## config.mk

```make
export PLATFORM = sky130hd
export DESIGN_NAME = seqdet_ctrl_flat
export DESIGN_NICKNAME = d
export VERILOG_FILES = /design/src/rtl/seqdet_pkg.sv /design/src/rtl/seqdet_ctrl_if.sv /design/src/rtl/seqdet_match.sv /design/src/rtl/seqdet_ctrl.sv /design/src/flat_wrapper.sv
export SDC_FILE = /design/constraint.sdc
export NUM_CORES = 1
export LEC_CHECK = 0
export CORE_UTILIZATION = 54
export CTS_CLUSTER_DIAMETER = 120
export DETAILED_ROUTE_END_ITERATION = 10
export GPL_ROUTABILITY_DRIVEN = 0
export PLACE_DENSITY = 0.93
export RECOVER_POWER = 50
export SLEW_MARGIN = 20
export SYNTH_ARGS = -nofsm -noshare
export SYNTH_HDL_FRONTEND = slang
export SYNTH_SLANG_ARGS = --single-unit
```

## constraint.sdc

```tcl
create_clock -name clk -period 4.3 [get_ports clk]
set_input_delay 0.86 -clock clk [delete_from_list [all_inputs] [get_ports clk]]
set_output_delay 0.86 -clock clk [all_outputs]
set_load 0.1 [all_outputs]
```

## src/rtl/seqdet_pkg.sv

```systemverilog
`default_nettype none
// ============================================================================
//  Module      : seqdet_pkg
//  Description : Shared types and default sizing for the programmable serial
//                sequence-detector controller (seqdet_ctrl and sub-blocks).
//  Contents    : state_t     - controller state encoding (IDLE/RUN/DONE)
//                c_*_def     - default parameter values
//  Revision    : 1.0 - initial release
// ============================================================================
package seqdet_pkg;

    localparam int c_pat_w_def = 8;    // maximum pattern length in bits
    localparam int c_len_w_def = 4;    // width of the pattern-length field
    localparam int c_cnt_w_def = 8;    // match counter / target width
    localparam int c_win_w_def = 16;   // bit counter / window width

    typedef enum logic [1:0] {
        IDLE = 2'd0,
        RUN  = 2'd1,
        DONE = 2'd2
    } state_t;

endpackage : seqdet_pkg
`default_nettype wire

```

## src/rtl/seqdet_ctrl_if.sv

```systemverilog
`default_nettype none
// ============================================================================
//  Module      : seqdet_ctrl_if
//  Description : Control/config/data bundle of the sequence-detector
//                controller.
//  Modports    : master - the side that configures, arms and feeds bits
//                slave  - the detector itself
//  Signals     : cfg_valid/cfg_ready handshake with cfg_pattern, cfg_len,
//                cfg_overlap, cfg_target, cfg_window; start/abort run
//                control; x/x_valid serial stream; busy, z, done, done_hit,
//                err, match_cnt, bit_cnt status.
//  Revision    : 1.0 - initial release
// ============================================================================
interface seqdet_ctrl_if
    import seqdet_pkg::*;
#(
    parameter int PAT_W = c_pat_w_def,
    parameter int LEN_W = c_len_w_def,
    parameter int CNT_W = c_cnt_w_def,
    parameter int WIN_W = c_win_w_def
);

    logic             cfg_valid;
    logic             cfg_ready;
    logic [PAT_W-1:0] cfg_pattern;
    logic [LEN_W-1:0] cfg_len;
    logic             cfg_overlap;
    logic [CNT_W-1:0] cfg_target;
    logic [WIN_W-1:0] cfg_window;
    logic             start;
    logic             abort;
    logic             x;
    logic             x_valid;
    logic             busy;
    logic             z;
    logic             done;
    logic             done_hit;
    logic             err;
    logic [CNT_W-1:0] match_cnt;
    logic [WIN_W-1:0] bit_cnt;

    modport master (
        output cfg_valid, cfg_pattern, cfg_len, cfg_overlap, cfg_target,
               cfg_window, start, abort, x, x_valid,
        input  cfg_ready, busy, z, done, done_hit, err, match_cnt, bit_cnt
    );

    modport slave (
        input  cfg_valid, cfg_pattern, cfg_len, cfg_overlap, cfg_target,
               cfg_window, start, abort, x, x_valid,
        output cfg_ready, busy, z, done, done_hit, err, match_cnt, bit_cnt
    );

endinterface : seqdet_ctrl_if
`default_nettype wire

```

## src/rtl/seqdet_match.sv

```systemverilog
`default_nettype none
// ============================================================================
//  Module      : seqdet_match
//  Description : Pattern-match datapath. Keeps the serial bit history and a
//                fill count of bits usable for the next match, and compares
//                the low i_len bits of the post-shift history to the pattern.
//  Ports       : clk, rst     - clock / synchronous active-high reset
//                i_clear      - clear history and fill (run arm)
//                i_shift      - accept i_x this cycle
//                i_x          - serial data bit
//                i_pattern    - pattern, low i_len bits significant
//                i_len        - pattern length (1..PAT_W)
//                i_overlap    - 0: a match restarts the fill count
//                o_hit        - combinational: this shifted bit completes
//                               a match
//  Revision    : 1.0 - initial release
// ============================================================================
module seqdet_match
    import seqdet_pkg::*;
#(
    parameter int PAT_W = c_pat_w_def,
    parameter int LEN_W = c_len_w_def
) (
    input  logic             clk,
    input  logic             rst,
    input  logic             i_clear,
    input  logic             i_shift,
    input  logic             i_x,
    input  logic [PAT_W-1:0] i_pattern,
    input  logic [LEN_W-1:0] i_len,
    input  logic             i_overlap,
    output logic             o_hit
);

    logic [PAT_W-1:0] r_hist;
    logic [LEN_W-1:0] r_fill;

    logic [PAT_W-1:0] w_hist_nxt;
    logic [LEN_W-1:0] w_fill_nxt;
    logic [PAT_W-1:0] w_mask;
    logic             w_eq;

    always_comb begin
        w_hist_nxt = {r_hist[PAT_W-2:0], i_x};
        // Fill saturates at the pattern length: only "enough bits seen"
        // matters for the compare.
        w_fill_nxt = (r_fill >= i_len) ? i_len : r_fill + LEN_W'(1);
        for (int i = 0; i < PAT_W; i++) begin
            w_mask[i] = (LEN_W'(i) < i_len);
        end
        w_eq  = (((w_hist_nxt ^ i_pattern) & w_mask) == '0);
        o_hit = i_shift && (w_fill_nxt >= i_len) && w_eq;
    end

    always_ff @(posedge clk) begin
        if (rst || i_clear) begin
            r_hist <= '0;
            r_fill <= '0;
        end else if (i_shift) begin
            r_hist <= w_hist_nxt;
            // Non-overlapping mode: bits of a matched pattern may not be
            // reused, so counting restarts from the next bit.
            r_fill <= (o_hit && !i_overlap) ? '0 : w_fill_nxt;
        end
    end

endmodule : seqdet_match
`default_nettype wire

```

## src/rtl/seqdet_ctrl.sv

```systemverilog
`default_nettype none
// ============================================================================
//  Module      : seqdet_ctrl
//  Description : Programmable serial sequence-detector controller. Accepts
//                a pattern configuration over a ready/valid handshake, arms
//                on start, scans the qualified bit stream and counts
//                matches; a run ends on a match target, a bit window or an
//                abort.
//  Ports       : clk  - clock, rising edge
//                rst  - synchronous, active-high reset
//                bus  - seqdet_ctrl_if.slave (config, run control, serial
//                       stream, status)
//  Revision    : 1.0 - initial release
// ============================================================================
module seqdet_ctrl
    import seqdet_pkg::*;
#(
    parameter int PAT_W = c_pat_w_def,
    parameter int LEN_W = c_len_w_def,
    parameter int CNT_W = c_cnt_w_def,
    parameter int WIN_W = c_win_w_def
) (
    input  logic         clk,
    input  logic         rst,
    seqdet_ctrl_if.slave bus
);

    state_t           r_state;
    logic [PAT_W-1:0] r_pattern;
    logic [LEN_W-1:0] r_len;
    logic             r_overlap;
    logic [CNT_W-1:0] r_target;
    logic [WIN_W-1:0] r_window;
    logic             r_cfg_ready;
    logic             r_busy;
    logic             r_z;
    logic             r_done;
    logic             r_done_hit;
    logic             r_err;
    logic [CNT_W-1:0] r_match_cnt;
    logic [WIN_W-1:0] r_bit_cnt;

    logic             w_cfg_fire;
    logic [LEN_W-1:0] w_eff_len;
    logic             w_len_bad;
    logic             w_arm;
    logic             w_shift;
    logic             w_hit;
    logic [CNT_W-1:0] w_mc_nxt;
    logic [WIN_W-1:0] w_bc_nxt;
    logic             w_term_hit;
    logic             w_term_win;

    // A start in the same cycle as a config handshake must validate the
    // length being accepted, not the one currently held.
    assign w_cfg_fire = bus.cfg_valid && r_cfg_ready;
    assign w_eff_len  = w_cfg_fire ? bus.cfg_len : r_len;
    assign w_len_bad  = (w_eff_len == '0) || (w_eff_len > LEN_W'(PAT_W));
    assign w_arm      = (r_state == IDLE) && bus.start && !w_len_bad;
    // Abort wins over the bit presented with it: nothing is shifted/counted.
    assign w_shift    = (r_state == RUN) && bus.x_valid && !bus.abort;

    seqdet_match #(
        .PAT_W (PAT_W),
        .LEN_W (LEN_W)
    ) u_match (
        .clk       (clk),
        .rst       (rst),
        .i_clear   (w_arm),
        .i_shift   (w_shift),
        .i_x       (bus.x),
        .i_pattern (r_pattern),
        .i_len     (r_len),
        .i_overlap (r_overlap),
        .o_hit     (w_hit)
    );

    assign w_bc_nxt = (&r_bit_cnt) ? r_bit_cnt : r_bit_cnt + WIN_W'(1);
    assign w_mc_nxt = (w_hit && !(&r_match_cnt)) ? r_match_cnt + CNT_W'(1)
                                                  : r_match_cnt;
    assign w_term_hit = (r_target != '0) && (w_mc_nxt == r_target);
    assign w_term_win = (r_window != '0) && (w_bc_nxt == r_window);

    always_ff @(posedge clk) begin
        if (rst) begin
            r_state     <= IDLE;
            r_pattern   <= '0;
            r_len       <= '0;
            r_overlap   <= 1'b0;
            r_target    <= '0;
            r_window    <= '0;
            r_cfg_ready <= 1'b1;
            r_busy      <= 1'b0;
            r_z         <= 1'b0;
            r_done      <= 1'b0;
            r_done_hit  <= 1'b0;
            r_err       <= 1'b0;
            r_match_cnt <= '0;
            r_bit_cnt   <= '0;
        end else begin
            r_z    <= 1'b0;
            r_done <= 1'b0;
            r_err  <= 1'b0;

            if (w_cfg_fire) begin
                r_pattern <= bus.cfg_pattern;
                r_len     <= bus.cfg_len;
                r_overlap <= bus.cfg_overlap;
                r_target  <= bus.cfg_target;
                r_window  <= bus.cfg_window;
            end

            case (r_state)
                IDLE: begin
                    if (bus.start) begin
                        if (w_len_bad) begin
                            r_err <= 1'b1;
                        end else begin
                            r_state     <= RUN;
                            r_cfg_ready <= 1'b0;
                            r_busy      <= 1'b1;
                            r_match_cnt <= '0;
                            r_bit_cnt   <= '0;
                            r_done_hit  <= 1'b0;
                        end
                    end
                end
                RUN: begin
                    if (bus.abort) begin
                        r_state     <= IDLE;
                        r_cfg_ready <= 1'b1;
                        r_busy      <= 1'b0;
                    end else if (bus.x_valid) begin
                        r_bit_cnt   <= w_bc_nxt;
                        r_match_cnt <= w_mc_nxt;
                        r_z         <= w_hit;
                        // Target has priority when both limits land on
                        // the same bit.
                        if (w_term_hit || w_term_win) begin
                            r_state    <= DONE;
                            r_done     <= 1'b1;
                            r_done_hit <= w_term_hit;
                        end
                    end
                end
                DONE: begin
                    r_state     <= IDLE;
                    r_cfg_ready <= 1'b1;
                    r_busy      <= 1'b0;
                end
                default: begin
                    r_state     <= IDLE;
                    r_cfg_ready <= 1'b1;
                    r_busy      <= 1'b0;
                end
            endcase
        end
    end

    assign bus.cfg_ready = r_cfg_ready;
    assign bus.busy      = r_busy;
    assign bus.z         = r_z;
    assign bus.done      = r_done;
    assign bus.done_hit  = r_done_hit;
    assign bus.err       = r_err;
    assign bus.match_cnt = r_match_cnt;
    assign bus.bit_cnt   = r_bit_cnt;

endmodule : seqdet_ctrl
`default_nettype wire
```

## src/flat_wrapper.sv

```systemverilog
// flat-port wrapper written by rule: the top's interface ports become plain ports
module seqdet_ctrl_flat import seqdet_pkg::*;
#(
    parameter int PAT_W = c_pat_w_def,
    parameter int LEN_W = c_len_w_def,
    parameter int CNT_W = c_cnt_w_def,
    parameter int WIN_W = c_win_w_def
)
  (clk, rst, bus_cfg_valid, bus_cfg_pattern, bus_cfg_len, bus_cfg_overlap, bus_cfg_target, bus_cfg_window, bus_start, bus_abort, bus_x, bus_x_valid, bus_cfg_ready, bus_busy, bus_z, bus_done, bus_done_hit, bus_err, bus_match_cnt, bus_bit_cnt);
  seqdet_ctrl_if #(.PAT_W(PAT_W), .LEN_W(LEN_W), .CNT_W(CNT_W), .WIN_W(WIN_W)) bus_i ();
  input  logic clk;
  input  logic rst;
  input wire logic [$bits(bus_i.cfg_valid)-1:0] bus_cfg_valid;
  input wire logic [$bits(bus_i.cfg_pattern)-1:0] bus_cfg_pattern;
  input wire logic [$bits(bus_i.cfg_len)-1:0] bus_cfg_len;
  input wire logic [$bits(bus_i.cfg_overlap)-1:0] bus_cfg_overlap;
  input wire logic [$bits(bus_i.cfg_target)-1:0] bus_cfg_target;
  input wire logic [$bits(bus_i.cfg_window)-1:0] bus_cfg_window;
  input wire logic [$bits(bus_i.start)-1:0] bus_start;
  input wire logic [$bits(bus_i.abort)-1:0] bus_abort;
  input wire logic [$bits(bus_i.x)-1:0] bus_x;
  input wire logic [$bits(bus_i.x_valid)-1:0] bus_x_valid;
  output wire logic [$bits(bus_i.cfg_ready)-1:0] bus_cfg_ready;
  output wire logic [$bits(bus_i.busy)-1:0] bus_busy;
  output wire logic [$bits(bus_i.z)-1:0] bus_z;
  output wire logic [$bits(bus_i.done)-1:0] bus_done;
  output wire logic [$bits(bus_i.done_hit)-1:0] bus_done_hit;
  output wire logic [$bits(bus_i.err)-1:0] bus_err;
  output wire logic [$bits(bus_i.match_cnt)-1:0] bus_match_cnt;
  output wire logic [$bits(bus_i.bit_cnt)-1:0] bus_bit_cnt;
  assign bus_i.cfg_valid = bus_cfg_valid;
  assign bus_i.cfg_pattern = bus_cfg_pattern;
  assign bus_i.cfg_len = bus_cfg_len;
  assign bus_i.cfg_overlap = bus_cfg_overlap;
  assign bus_i.cfg_target = bus_cfg_target;
  assign bus_i.cfg_window = bus_cfg_window;
  assign bus_i.start = bus_start;
  assign bus_i.abort = bus_abort;
  assign bus_i.x = bus_x;
  assign bus_i.x_valid = bus_x_valid;
  assign bus_cfg_ready = bus_i.cfg_ready;
  assign bus_busy = bus_i.busy;
  assign bus_z = bus_i.z;
  assign bus_done = bus_i.done;
  assign bus_done_hit = bus_i.done_hit;
  assign bus_err = bus_i.err;
  assign bus_match_cnt = bus_i.match_cnt;
  assign bus_bit_cnt = bus_i.bit_cnt;
  seqdet_ctrl #(.PAT_W(PAT_W), .LEN_W(LEN_W), .CNT_W(CNT_W), .WIN_W(WIN_W)) u_core (.clk(clk), .rst(rst), .bus(bus_i));
endmodule
```

==> flow_metrics.env <==
export IMPL_p_per_area_nw_per_um2=321.3
export IMPL_period_needed_ns=4.085
export IMPL_post_route_util_pct=67.32
export IMPL_min_path_cells=2
export IMPL_slew_viol_final=38
export IMPL_synth_edf_count=0
export IMPL_worst_hold_slack_ns=0.4799
export IMPL_grt_overflow=0
export IMPL_area_growth_pct=21.22
export IMPL_cts_tree="done"
export IMPL_cap_violations=1
export IMPL_layout_setup_ws_ns=0.2146
export IMPL_clock_path_buffers=2
export IMPL_synth_cells=578
export IMPL_pre_cts_slack_ns=0.2156
export IMPL_place_hpwl_um=8822
export IMPL_ir_worst_vdd_v=0.0001414
export IMPL_wl_um=12340
export IMPL_first_pass_iters=6
export IMPL_yosysTopAreaCell="dfxtp_1"
export IMPL_grt_pass1_vias=4318
export IMPL_diodes=0
export IMPL_hold_violations=0
export IMPL_drive_gt1_share_pct=6.875
export IMPL_ys_seq_elements=80
export IMPL_slew_headroom_pct=-18.28
export IMPL_tightestPinTransition_ns=1.773
export IMPL_end_kind="flop"
export IMPL_required_ns=4.52
export IMPL_p_leak_nw=1.991
export IMPL_numPortBuffers=73
export IMPL_cts_hold_buf=0
export IMPL_final_antenna_net_count=0
export IMPL_synth_area_um2=4563
export IMPL_io_pins=74
export IMPL_drcViolationCount=0
export IMPL_fmax_mhz=244.8
export IMPL_path_max_fanout=7
export IMPL_path_clk_slew_ns=0.08
export IMPL_first_iter_violations=512
export IMPL_start_util_pct=55.54
export IMPL_grt_pass1_wl_um=19970
export IMPL_yosysMostFrequentCell="nand2_1"
export IMPL_routed_via_count=4621
export IMPL_antenna_found_initial=0
export IMPL_start_kind="flop"
export IMPL_setup_violations=0
export IMPL_wl_per_cell_um=16.56
export IMPL_status="finished with violations"
export IMPL_critPathKind="reg -> reg"
export IMPL_cts_buffers=9
export IMPL_cts_root_buffer="clkbuf_8"
export IMPL_crit_arrival_ns=4.31
export IMPL_violations="max-capacitance violations, max-slew violations"
export IMPL_grt_start_max_net_pins=48
export IMPL_synthArstFlopShare_pct=0
export IMPL_cts_setup_buffers=0
export IMPL_core_area_um2=8217
export IMPL_dieArea_um2=8822
export IMPL_finalCritPeriodShare_pct=95.01
export IMPL_dp_cells=729
export IMPL_ys_seq_area_share_pct=35.10
export IMPL_yosysUniqueCellTypes=67
export IMPL_nets=690
export IMPL_synth_area_per_cell_um2=7.895
export IMPL_post_synth_top_area_fraction_pct=35.10
export IMPL_instances_no_fill=745
export IMPL_min_path_type="reg -> reg"
export IMPL_rows=33
export IMPL_track_usage_pct=28.79
export IMPL_syn_num_nets=633
export IMPL_die_h_um=93.93
export IMPL_ys_warn_count=0
export IMPL_clock_skew_ns=0.009682
export IMPL_routed_via_density=6.203
export IMPL_numClockSinks=80
export IMPL_worstSkewPairLatency_ns=0.36
export IMPL_ff2ff_path_depth=17
export IMPL_ys_flop_type="dfxtp_1"
export IMPL_synthTopCellsByArea="dfxtp_1 (35%), nand2_1 (9.6%), a21oi_1 (7.8%)"
export IMPL_die_w_um=93.93
export IMPL_synthTopCellsByCount="nand2_1 (117), dfxtp_1 (80), a21oi_1 (71), nor2_1 (28)"
export IMPL_cts_htree_levels=3
## critical path, cell delays in order (launching register included)
cell,delay (ns)
dfxtp_2,0.36
inv_1,0.07
ha_1,0.28
nand2b_1,0.14
a21o_1,0.17
a21o_1,0.17
a21oi_1,0.13
buf_4,0.17
mux2i_2,0.25
ha_1,0.17
nand2b_1,0.10
a2111oi_1,0.08
or3_1,0.45
or3_4,0.38
or3_4,0.42
a2111oi_4,0.33
a31o_2,0.20
o22ai_1,0.08
## area by class of cell
cell class / instances / area (µm²)
sequential: 80 / 1603
inverter: 8 / 30.03
timing repair buffer: 83 / 802.0
multi-input combinational: 453 / 2773
fill: 634 / 2685
tap: 105 / 131.4
clock inverter: 6 / 65.06
clock buffer: 10 / 127.6
## worst paths after layout
path / start / slack (ns) / endpoint
setup / recovery: u_core.u_match.r_fill[0] / 0.21 / u_core.bus.done_hit
hold / removal: u_core.r_pattern[6] / 0.48 / u_core.r_pattern[6]
setup reg to reg: u_core.u_match.r_fill[0] / 0.21 / u_core.bus.done_hit
hold reg to reg: u_core.r_pattern[6] / 0.48 / u_core.r_pattern[6]
## sequential cells by signal, summed over array words and instances, names as in the netlist
name                   cells
u_core.bus.bit_cnt        16
u_core.r_window           16
u_core.bus.match_cnt       8
u_core.r_pattern           8
u_core.r_target            8
u_core.u_match.r_hist      7
u_core.r_len               4
u_core.u_match.r_fill      4
u_core.r_state             2
u_core.bus.busy            1
u_core.bus.cfg_ready       1
u_core.bus.done            1
u_core.bus.done_hit        1
u_core.bus.err             1
u_core.bus.z               1
u_core.r_overlap           1
## metal layers
metal | wire (µm) | track usage (%) | share of wire, % | up-vias
li1 | - | - | - | 2187
met1 | 4881 | 35.43 | 40 | 2137
met2 | 6027 | 47.02 | 49 | 240
met3 | 950 | 4.773 | 7.7 | 57
met4 | 479 | 17.18 | 3.9 | 0
met5 | 0 | 0 | 0 | -
## repair_timing
item	in CTS	in global routing
gates resized for setup	0	3
hold endpoints to repair	0	0
endpoints found under the setup margin	0	4
## power breakdown
| part | switching (mW) | total, mW | internal (mW) |
|---|---|---|---|
| Combinational | 0.234 | 0.397 | 0.163 |
| Clock | 0.289 | 0.559 | 0.271 |
| Sequential | 0.0437 | 0.821 | 0.778 |
## cell usage in the layout, fill, tap and decap left out, types with 3 or more instances in the layout
master           Yosys  final
a211oi_1             5      5
a21o_1               4      4
a21oi_1             71     71
a22oi_1              3      3
a31oi_1              5      5
and2_1               7      6
and3_1               3      3
buf_4                0      9
clkbuf_8             0      9
clkdlybuf4s50_1      0     65
dfxtp_1             80     79
dlygate4sd3_1        0      8
ha_1                11     11
inv_1                8      8
mux2i_1              8      7
nand2_1            117    117
nand2b_1             3      3
nand3_1             16     16
nand4_1              7      7
nor2_1              28     28
nor2b_1              3      3
nor3_1              11     11
nor3b_1              3      3
nor4_1              11     11
o21ai_0             27     27
o22ai_1              5      5
o31ai_1             12     12
or3_1                4      4
or4_1                4      4
xnor2_1             27     27
xor2_1              15     15
## logic make-up after synthesis
group	share of synthesized area, %
simple gates	26.95
compound gates	20.87
flops	35.10
buf+inv	4.250
xor+xnor	8.062
fa+ha+maj	3.016
mux	1.755
## per-stage QoR
| step | power [mW] | TNS (ns) | cell area, µm² |
|---|---|---|---|
| after floorplan | 1.102 | 0 | 4563 |
| after global placement | 1.208 | 0 | 5336 |
| after detailed placement | 1.224 | 0 | 5336 |
| after CTS | 1.771 | 0 | 5529 |
| after global routing | 1.854 | -0.007524 | 5532 |
| final | 1.777 | 0 | 5532 |
No activity file was read; power rests on OpenSTA's default activity.
